==> config.mk <==
export PLATFORM = sky130hd
export DESIGN_NAME = pipe_hazard_ctrl_flat
export DESIGN_NICKNAME = d
export VERILOG_FILES = /design/src/rtl/pipe_pkg.sv /design/src/rtl/pipe_hazard_ctrl_if.sv /design/src/rtl/pipe_hazard_ctrl_fwd_sel.sv /design/src/rtl/pipe_hazard_ctrl.sv /design/src/flat_wrapper.sv
export SDC_FILE = /design/constraint.sdc
export NUM_CORES = 1
export LEC_CHECK = 0
export ABC_AREA = 1
export CAP_MARGIN = 20
export CORE_MARGIN = 5
export CORE_UTILIZATION = 55
export CTS_CLUSTER_DIAMETER = 150
export DETAILED_ROUTE_END_ITERATION = 16
export MAX_ROUTING_LAYER = met4
export PLACE_DENSITY = 0.85
export SKIP_LAST_GASP = 1
export SYNTH_ARGS = -nofsm -noshare
export SYNTH_HDL_FRONTEND = slang
export SYNTH_SLANG_ARGS = --single-unit
==> constraint.sdc <==
create_clock -name clk -period 4.5 [get_ports clk]
set_input_delay 1.35 -clock clk [delete_from_list [all_inputs] [get_ports clk]]
set_output_delay 1.35 -clock clk [all_outputs]
set_load 0.05 [all_outputs]
==> src/rtl/pipe_pkg.sv <==
// Shared definitions for the pipeline hazard controller: default register
// index width and the EX operand forwarding select encodings.
package pipe_pkg;
  localparam int DEF_REG_ADDR_W = 5;

  localparam logic [1:0] FWD_REG = 2'd0;
  localparam logic [1:0] FWD_WB  = 2'd1;
  localparam logic [1:0] FWD_MEM = 2'd2;
endpackage

==> src/rtl/pipe_hazard_ctrl_if.sv <==
// Bundle between the datapath (master) and the hazard controller (slave):
// ID-stage decode info in, stall/flush/forward/valid controls out.
interface pipe_hazard_ctrl_if #(
  parameter int REG_ADDR_W = 5
);
  logic [REG_ADDR_W-1:0] id_rs;
  logic [REG_ADDR_W-1:0] id_rt;
  logic                  id_uses_rs;
  logic                  id_uses_rt;
  logic [REG_ADDR_W-1:0] id_wreg;
  logic                  id_regwrite;
  logic                  id_memtoreg;
  logic                  id_mdu;
  logic                  ex_branch_taken;
  logic                  stall_if;
  logic                  stall_id;
  logic                  flush_id;
  logic                  flush_ex;
  logic [1:0]            forward_a;
  logic [1:0]            forward_b;
  logic                  mdu_busy;
  logic                  valid_ex;
  logic                  valid_mem;
  logic                  valid_wb;

  modport master (
    output id_rs, id_rt, id_uses_rs, id_uses_rt, id_wreg,
           id_regwrite, id_memtoreg, id_mdu, ex_branch_taken,
    input  stall_if, stall_id, flush_id, flush_ex, forward_a, forward_b,
           mdu_busy, valid_ex, valid_mem, valid_wb
  );

  modport slave (
    input  id_rs, id_rt, id_uses_rs, id_uses_rt, id_wreg,
           id_regwrite, id_memtoreg, id_mdu, ex_branch_taken,
    output stall_if, stall_id, flush_id, flush_ex, forward_a, forward_b,
           mdu_busy, valid_ex, valid_mem, valid_wb
  );
endinterface

==> src/rtl/pipe_hazard_ctrl_fwd_sel.sv <==
// Forwarding select for one EX source operand; the MEM-stage writer wins
// over the WB-stage writer because it holds the younger value.
module fwd_sel
  import pipe_pkg::*;
#(
  parameter int REG_ADDR_W = DEF_REG_ADDR_W
) (
  input  logic [REG_ADDR_W-1:0] src,
  input  logic                  mem_valid,
  input  logic                  mem_regwrite,
  input  logic [REG_ADDR_W-1:0] mem_wreg,
  input  logic                  wb_valid,
  input  logic                  wb_regwrite,
  input  logic [REG_ADDR_W-1:0] wb_wreg,
  output logic [1:0]            sel
);
  // r0 is hardwired zero, so a write to it never produces a forward
  function automatic logic hit(logic v, logic rw, logic [REG_ADDR_W-1:0] wreg,
                               logic [REG_ADDR_W-1:0] s);
    return v && rw && (wreg != '0) && (wreg == s);
  endfunction

  always_comb begin
    sel = FWD_REG;
    if (hit(mem_valid, mem_regwrite, mem_wreg, src)) sel = FWD_MEM;
    else if (hit(wb_valid, wb_regwrite, wb_wreg, src)) sel = FWD_WB;
  end
endmodule

==> src/rtl/pipe_hazard_ctrl.sv <==
// Hazard/interlock controller for the 5-stage pipeline: shadows EX/MEM/WB,
// forwards operands, stalls on load-use and multi-cycle MDU ops, flushes on taken branches.
module pipe_hazard_ctrl
  import pipe_pkg::*;
#(
  parameter int REG_ADDR_W  = DEF_REG_ADDR_W,
  parameter int MDU_LATENCY = 4
) (
  input logic               clk,
  input logic               reset,
  pipe_hazard_ctrl_if.slave hz
);
  localparam int CNT_W = $clog2(MDU_LATENCY) + 1;
  localparam logic [CNT_W-1:0] MDU_LOAD = CNT_W'(MDU_LATENCY - 1);

  logic                  valid_ex, ex_regwrite, ex_memtoreg, ex_mdu;
  logic [REG_ADDR_W-1:0] ex_wreg, ex_rs, ex_rt;
  logic                  valid_mem, mem_regwrite;
  logic [REG_ADDR_W-1:0] mem_wreg;
  logic                  valid_wb, wb_regwrite;
  logic [REG_ADDR_W-1:0] wb_wreg;
  logic [CNT_W-1:0]      cnt;

  logic busy, taken, load_use, flush_ex;

  always_comb begin
    busy     = valid_ex && ex_mdu && (cnt != '0);
    taken    = valid_ex && hz.ex_branch_taken && !busy;
    load_use = valid_ex && ex_memtoreg && ex_regwrite && (ex_wreg != '0) &&
               ((hz.id_uses_rs && (ex_wreg == hz.id_rs)) ||
                (hz.id_uses_rt && (ex_wreg == hz.id_rt)));
    // a taken branch squashes the dependent instruction, so no stall is needed
    flush_ex = taken || (load_use && !busy);
  end

  assign hz.mdu_busy  = busy;
  assign hz.stall_if  = busy || (load_use && !taken);
  assign hz.stall_id  = busy || (load_use && !taken);
  assign hz.flush_id  = taken;
  assign hz.flush_ex  = flush_ex;
  assign hz.valid_ex  = valid_ex;
  assign hz.valid_mem = valid_mem;
  assign hz.valid_wb  = valid_wb;

  fwd_sel #(.REG_ADDR_W(REG_ADDR_W)) u_fwd_a (
    .src(ex_rs), .mem_valid(valid_mem), .mem_regwrite(mem_regwrite), .mem_wreg(mem_wreg),
    .wb_valid(valid_wb), .wb_regwrite(wb_regwrite), .wb_wreg(wb_wreg), .sel(hz.forward_a)
  );

  fwd_sel #(.REG_ADDR_W(REG_ADDR_W)) u_fwd_b (
    .src(ex_rt), .mem_valid(valid_mem), .mem_regwrite(mem_regwrite), .mem_wreg(mem_wreg),
    .wb_valid(valid_wb), .wb_regwrite(wb_regwrite), .wb_wreg(wb_wreg), .sel(hz.forward_b)
  );

  always_ff @(posedge clk) begin
    if (!reset) begin
      valid_ex     <= 1'b0;
      ex_regwrite  <= 1'b0;
      ex_memtoreg  <= 1'b0;
      ex_mdu       <= 1'b0;
      ex_wreg      <= '0;
      ex_rs        <= '0;
      ex_rt        <= '0;
      cnt          <= '0;
      valid_mem    <= 1'b0;
      mem_regwrite <= 1'b0;
      mem_wreg     <= '0;
      valid_wb     <= 1'b0;
      wb_regwrite  <= 1'b0;
      wb_wreg      <= '0;
    end else begin
      // ID -> EX: MDU op holds EX, a flush leaves a bubble, otherwise load
      if (busy) begin
        cnt <= cnt - CNT_W'(1);
      end else if (flush_ex) begin
        valid_ex <= 1'b0;
        cnt      <= '0;
      end else begin
        valid_ex    <= 1'b1;
        ex_rs       <= hz.id_rs;
        ex_rt       <= hz.id_rt;
        ex_wreg     <= hz.id_wreg;
        ex_regwrite <= hz.id_regwrite;
        ex_memtoreg <= hz.id_memtoreg;
        ex_mdu      <= hz.id_mdu;
        cnt         <= hz.id_mdu ? MDU_LOAD : '0;
      end
      // EX -> MEM: bubble while the MDU op is still occupying EX
      valid_mem    <= valid_ex && !busy;
      mem_wreg     <= ex_wreg;
      mem_regwrite <= ex_regwrite;
      // MEM -> WB
      valid_wb     <= valid_mem;
      wb_wreg      <= mem_wreg;
      wb_regwrite  <= mem_regwrite;
    end
  end
endmodule
==> src/flat_wrapper.sv <==
// flat-port wrapper written by rule: the top's interface ports become plain ports
module pipe_hazard_ctrl_flat import pipe_pkg::*;
#(
  parameter int REG_ADDR_W  = DEF_REG_ADDR_W,
  parameter int MDU_LATENCY = 4
)
  (clk, reset, hz_id_rs, hz_id_rt, hz_id_uses_rs, hz_id_uses_rt, hz_id_wreg, hz_id_regwrite, hz_id_memtoreg, hz_id_mdu, hz_ex_branch_taken, hz_stall_if, hz_stall_id, hz_flush_id, hz_flush_ex, hz_forward_a, hz_forward_b, hz_mdu_busy, hz_valid_ex, hz_valid_mem, hz_valid_wb);
  pipe_hazard_ctrl_if #(.REG_ADDR_W(REG_ADDR_W)) hz_i ();
  input logic clk;
  input logic reset;
  input wire logic [$bits(hz_i.id_rs)-1:0] hz_id_rs;
  input wire logic [$bits(hz_i.id_rt)-1:0] hz_id_rt;
  input wire logic [$bits(hz_i.id_uses_rs)-1:0] hz_id_uses_rs;
  input wire logic [$bits(hz_i.id_uses_rt)-1:0] hz_id_uses_rt;
  input wire logic [$bits(hz_i.id_wreg)-1:0] hz_id_wreg;
  input wire logic [$bits(hz_i.id_regwrite)-1:0] hz_id_regwrite;
  input wire logic [$bits(hz_i.id_memtoreg)-1:0] hz_id_memtoreg;
  input wire logic [$bits(hz_i.id_mdu)-1:0] hz_id_mdu;
  input wire logic [$bits(hz_i.ex_branch_taken)-1:0] hz_ex_branch_taken;
  output wire logic [$bits(hz_i.stall_if)-1:0] hz_stall_if;
  output wire logic [$bits(hz_i.stall_id)-1:0] hz_stall_id;
  output wire logic [$bits(hz_i.flush_id)-1:0] hz_flush_id;
  output wire logic [$bits(hz_i.flush_ex)-1:0] hz_flush_ex;
  output wire logic [$bits(hz_i.forward_a)-1:0] hz_forward_a;
  output wire logic [$bits(hz_i.forward_b)-1:0] hz_forward_b;
  output wire logic [$bits(hz_i.mdu_busy)-1:0] hz_mdu_busy;
  output wire logic [$bits(hz_i.valid_ex)-1:0] hz_valid_ex;
  output wire logic [$bits(hz_i.valid_mem)-1:0] hz_valid_mem;
  output wire logic [$bits(hz_i.valid_wb)-1:0] hz_valid_wb;
  assign hz_i.id_rs = hz_id_rs;
  assign hz_i.id_rt = hz_id_rt;
  assign hz_i.id_uses_rs = hz_id_uses_rs;
  assign hz_i.id_uses_rt = hz_id_uses_rt;
  assign hz_i.id_wreg = hz_id_wreg;
  assign hz_i.id_regwrite = hz_id_regwrite;
  assign hz_i.id_memtoreg = hz_id_memtoreg;
  assign hz_i.id_mdu = hz_id_mdu;
  assign hz_i.ex_branch_taken = hz_ex_branch_taken;
  assign hz_stall_if = hz_i.stall_if;
  assign hz_stall_id = hz_i.stall_id;
  assign hz_flush_id = hz_i.flush_id;
  assign hz_flush_ex = hz_i.flush_ex;
  assign hz_forward_a = hz_i.forward_a;
  assign hz_forward_b = hz_i.forward_b;
  assign hz_mdu_busy = hz_i.mdu_busy;
  assign hz_valid_ex = hz_i.valid_ex;
  assign hz_valid_mem = hz_i.valid_mem;
  assign hz_valid_wb = hz_i.valid_wb;
  pipe_hazard_ctrl #(.REG_ADDR_W(REG_ADDR_W), .MDU_LATENCY(MDU_LATENCY)) u_core (.clk(clk), .reset(reset), .hz(hz_i));
endmodule
Yosys cells after proc, flatten, opt, wreduce, memory -nomap -nowiden
Cells that the tools add are included.
{"block": "op_classes", "n_addsub": 1, "reduce_logical": 31, "bitwise": 2, "mux": 8, "n_eq_ne": 6}
{"cell": "$eq 5x5->1", "count": 6}
{"cell": "$logic_and 1x1->1", "count": 21}
{"cell": "$reduce_bool 5->1", "count": 3}
{"cell": "$mux 2", "count": 3}
{"cell": "$mux 3", "count": 2}
{"cell": "$logic_or 1x1->1", "count": 3}
{"cell": "$mux 1", "count": 3}
{"cell": "$reduce_bool 3->1", "count": 1}
{"cell": "$sub 3x1->3 const B", "count": 1}
{"cell": "$logic_not 1->1", "count": 2}
{"cell": "$not 1->1", "count": 2}
{"cell": "$reduce_and 2->1", "count": 1}
{"block": "word_totals", "ff_bits": 36, "inputBits": 23}

Logic depth before layout (Yosys ltp)
Gate-level depths: netlist (run 1).
{"block": "logic_depth", "depth_word": 8, "depth_mapped": 12, "depth_no_buf": 11}

Cells and area by module
From an unflattened synthesis (run 1), not the netlist that was laid out.
{"block": "unflattened", "cells_unflattened": 384, "area_unflattened_um2": 2173.3}
{"mod": "pipe_hazard_ctrl", "cells_per_inst": 264, "area_each_um2": 1697.9, "n_inst": 1}
{"mod": "fwd_sel", "cells_per_inst": 60, "area_each_um2": 237.7, "n_inst": 2}

Worst setup path before layout (run 1)
No wires, ideal clock.
{"block": "synth_path", "kind": "input -> output", "startpoint": "input hz_id_rt[2]", "endpoint": "output hz_stall_if", "required_time_ns": 3.150, "arrival_ns": 3.459, "n_path_buf": 2, "slack_ns": -0.309, "stages": 10, "path_cell_list": "inv_1 -> nand2_1 -> nand2_1 -> nor2_1 -> nand3_1 -> nand2_2 -> nand2_4 -> buf_2 -> o21ai_0 -> buf_4"}
{"block": "synth_between", "elab_chain_cells": 6}
{"item": "from (decl)", "line": "flat_wrapper.sv:12", "rtl": "input wire logic [$bits(hz_i.id_rt)-1:0] hz_id_rt;"}
{"item": "$eq 5x5->1", "line": "pipe_hazard_ctrl.sv:31", "rtl": "(hz.id_uses_rt && (ex_wreg == hz.id_rt)));"}
{"item": "$logic_and 1x1->1", "line": "pipe_hazard_ctrl.sv:31"}
{"item": "$logic_or 1x1->1", "line": "pipe_hazard_ctrl.sv:30", "rtl": "((hz.id_uses_rs && (ex_wreg == hz.id_rs)) ||"}
{"item": "$logic_and 1x1->1", "line": "pipe_hazard_ctrl.sv:29", "rtl": "load_use = valid_ex && ex_memtoreg && ex_regwrite && (ex_wreg != '0) &&"}
{"item": "$logic_and 1x1->1"}
{"item": "$logic_or 1x1->1"}
{"item": "to (decl)", "line": "flat_wrapper.sv:20", "rtl": "output wire logic [$bits(hz_i.stall_if)-1:0] hz_stall_if;"}
No other way between the ends.

Final worst setup path (run 1)
{"block": "layout_path", "startpoint": "input hz_id_rt[3]", "endpoint": "output hz_stall_if"}
{"block": "layout_between", "elab_chain_cells": 6}
{"item": "$eq 5x5->1", "line": "pipe_hazard_ctrl.sv:31"}
{"item": "$logic_and 1x1->1", "line": "pipe_hazard_ctrl.sv:31"}
{"item": "$logic_or 1x1->1", "line": "pipe_hazard_ctrl.sv:30"}
{"item": "$logic_and 1x1->1", "line": "pipe_hazard_ctrl.sv:29"}
{"item": "$logic_and 1x1->1", "line": "pipe_hazard_ctrl.sv:37", "rtl": "assign hz.stall_if = busy || (load_use && !taken);"}
{"item": "$logic_or 1x1->1", "line": "pipe_hazard_ctrl.sv:37"}
No other way between the ends.

==> results of run 1 <==
[layout make-up]
cell class              count  area share
clock buffers               7      0.0283
inverters                  38      0.0620
repair buffers             37       0.170
flip-flops and latches     36       0.313
multi-input cells         171       0.402
well taps                  46      0.0250
[through the flow]
step | hold slack (ns) | total power [µW] | cells | instance area (µm²)
finish | 0.432 | 695 | 335 | 2300
global route | 0.458 | 735 | 335 | 2300
CTS | 0.431 | 700 | 335 | 2300
detailed placement | 0.415 | 509 | 328 | 2240
global placement | 0.414 | 506 | 328 | 2240
floorplan | 0.407 | 462 | 254 | 1850
[worst max-delay path, stage by stage]
cell and delay [ns]:
clkdlybuf4s50_1 0.51, inv_1 0.05, nand2_1 0.05, nand2_1 0.05, nor2_1 0.13, nand3_1 0.10
nand2_2 0.10, nand2_4 0.05, o21ai_1 0.36, buf_12 0.20
[routing by layer]
metal  up-vias  track usage
met4         0       0.0943
met3         4       0.0443
met1       705        0.244
met2        47        0.324
li1        857            -
met5         -            -
[Yosys cell counts, types with 6 or more instances]
master / instances
inv_1: 31
a21oi_2: 7
nor3_1: 7
nand2_2: 13
nand4_1: 13
nand2_1: 59
inv_2: 7
nand3_1: 7
a21oi_1: 6
xnor2_1: 13
nor2_1: 27
xor2_1: 7
dfxtp_1: 36
[power by group through the flow]
stage | logic [µW] | registers, µW | clock network (µW)
floorplan | 92.8 | 369 | 0
global placement | 138 | 368 | 0
detailed placement | 140 | 369 | 0
CTS | 141 | 362 | 197
global route | 156 | 365 | 213
finish | 141 | 362 | 193
[worst min path at each step]
stage	from	depth (start not counted)	endpoint	slack, ns
after global placement	u_core.ex_regwrite$_SDFFE_PN0P_	2	u_core.mem_regwrite$_SDFF_PN0_	0.41
after detailed placement	u_core.ex_regwrite$_SDFFE_PN0P_	2	u_core.mem_regwrite$_SDFF_PN0_	0.41
after floorplan	u_core.ex_regwrite$_SDFFE_PN0P_	2	u_core.mem_regwrite$_SDFF_PN0_	0.41
after global routing	u_core.ex_regwrite$_SDFFE_PN0P_	2	u_core.mem_regwrite$_SDFF_PN0_	0.46
final	u_core.ex_regwrite$_SDFFE_PN0P_	2	u_core.mem_regwrite$_SDFF_PN0_	0.43
after CTS	u_core.ex_regwrite$_SDFFE_PN0P_	2	u_core.mem_regwrite$_SDFF_PN0_	0.43
[flip-flops by register name, indices dropped and copies added (netlist names)]
name                 count
u_core.ex_rs             5
u_core.wb_regwrite       1
u_core.ex_wreg           5
u_core.hz.valid_ex       1
u_core.ex_regwrite       1
u_core.mem_wreg          5
u_core.hz.valid_mem      1
u_core.wb_wreg           5
u_core.ex_memtoreg       1
u_core.hz.valid_wb       1
u_core.ex_rt             5
u_core.mem_regwrite      1
u_core.ex_mdu            1
u_core.cnt               3
[cell families after synthesis]
logic type	count (synthesis)	share of synthesized area
xor gates and xnor gates	20	0.0945
DFF	36	0.389
buffers and inverters	47	0.111
AOI/OAI and AO/OA	16	0.0574
and+or+nand+nor	133	0.334
adders and majority gates	2	0.0135
==> results.ini, run 1 <==
[floorplanning]
die_x_um = 68.0
initial_core_util = 0.560
coreArea_mm2 = 0.00331
row_count = 21
dieArea_mm2 = 0.00463
die_y_um = 68.0
io_pins = 35

[placement]
io_buffers = 34
dpl_worst_slack_ns = 0.200
place_congestion = 0.916
dp_hpwl_um = 3050

[synthesis]
postSynthCellCount = 254
synth_top_area_share = 0.389
synth_cell_types = 27
syn_area_mm2 = 0.00185
synth_area_leaders = dfxtp_1, nand2_1, inv_1
synth-async-reset-ratio = 0
synth_top_area_cell = dfxtp_1
ys_seq_area_frac = 0.389
synth_flop_cell = dfxtp_1
syn-num-nets = 279
synth.yosys.warnings = 0
avgSynthCellArea_um2 = 7.30
synth-seq-cells = 36
synth_edf_count = 0

[clocking]
clkSlewWorstSetupHoldPaths_ns = 0.11
cts-resized-gates = 0
cts_root_buf = clkbuf_4
htreeDepth = 2
ctsHoldBuffers = 0
clock_latency_ns = 0.34
cts_tree = done
cts_setup_buffers = 0
clk_path_buf_depth = 2
numClockSinks = 36
cts_buffers = 5

[critical_path]
cp-startpoint = hz_id_rt[3]
r2r_slack_ns = 2.35
crit_end = hz_stall_if
crit_path_start_kind = primary input
crit_fanout = 3
crit_required_ns = 3.15
crit_type = in -> out
r2r_cells = 10
timing.rr.start = u_core.cnt[0]$_SDFF_PN0_
regToRegEndpoint = u_core.ex_rt[4]$_SDFFE_PN0P_
arrival_ns = 2.96
cp-end-kind = primary output

[finish]
final_common_cell = nand2_1
fillers = 281
final_cell_mix = nand2_1, dfxtp_1, inv_1, clkdlybuf4s50_1, nor2_1
ff_latch_area_um2 = 721
final_core_util = 0.695
multi_input_area_um2 = 926
nets = 314
drive_gt1_frac = 0.159
n_antenna_cell = 0
area_growth_pct = 24.2

[sta]
setup_violations = 0
tns_ns = 0
finalHoldViolations = 0
max_freq_mhz = 232
skew_ns = 0.00702
tightestPinTransition_ns = 0.639
period_share = 0.958
worst_slack_ns = 0.188
rsz0062_at_grt = false
period_minus_slack_ns = 4.31
slew_violations = 0
slew_headroom = 0.573

[global_routing]
antenna_found_initial = 0
grt_pass1_vias = 1517
grt_pass1_wl_um = 6780
grt_max_degree = 26
grt-ovfl-total = 0
grt_usage = 0.203

[power_and_ir_drop]
p_int_uw = 492
p_comb_frac = 0.202
p_leak_uw = 0.00113
ir_worst_vdd_uv = 199
seq_power_share = 0.520
pwr_density_cell_mw_per_mm2 = 302
p_sw_uw = 203
swShare = 0.292
clockPowerShare = 0.278

[drt]
vias = 1613
wl_met2_um = 2040
post_drt_wl_per_cell_um = 12.1
drt_iter0_drc = 71
wl_met3_um = 186
m1WireLength_um = 1790
drt-pass1-iter-count = 6
routed_wl_um = 4060
topRoutingLayerUsed = met4
drtAntennaViolNets = 0
via_per_inst = 4.81
drc = 0

[job]
drv_cap = 0

[min_path]
hp-class = reg -> reg

[run_status]
status = finished clean

(Power assumes the default switching activity.)
==> run 2, diff against run 1 <==
SLEW_MARGIN = 0   (was default)
==> results of run 2 <==
The final DEF is identical to that of run 1; final timing and power are the same.
==> run 3, diff against run 2 <==
CAP_MARGIN = 5   (was 20)
==> results of run 3 <==
The final DEF is identical to that of run 1; final timing and power are the same.
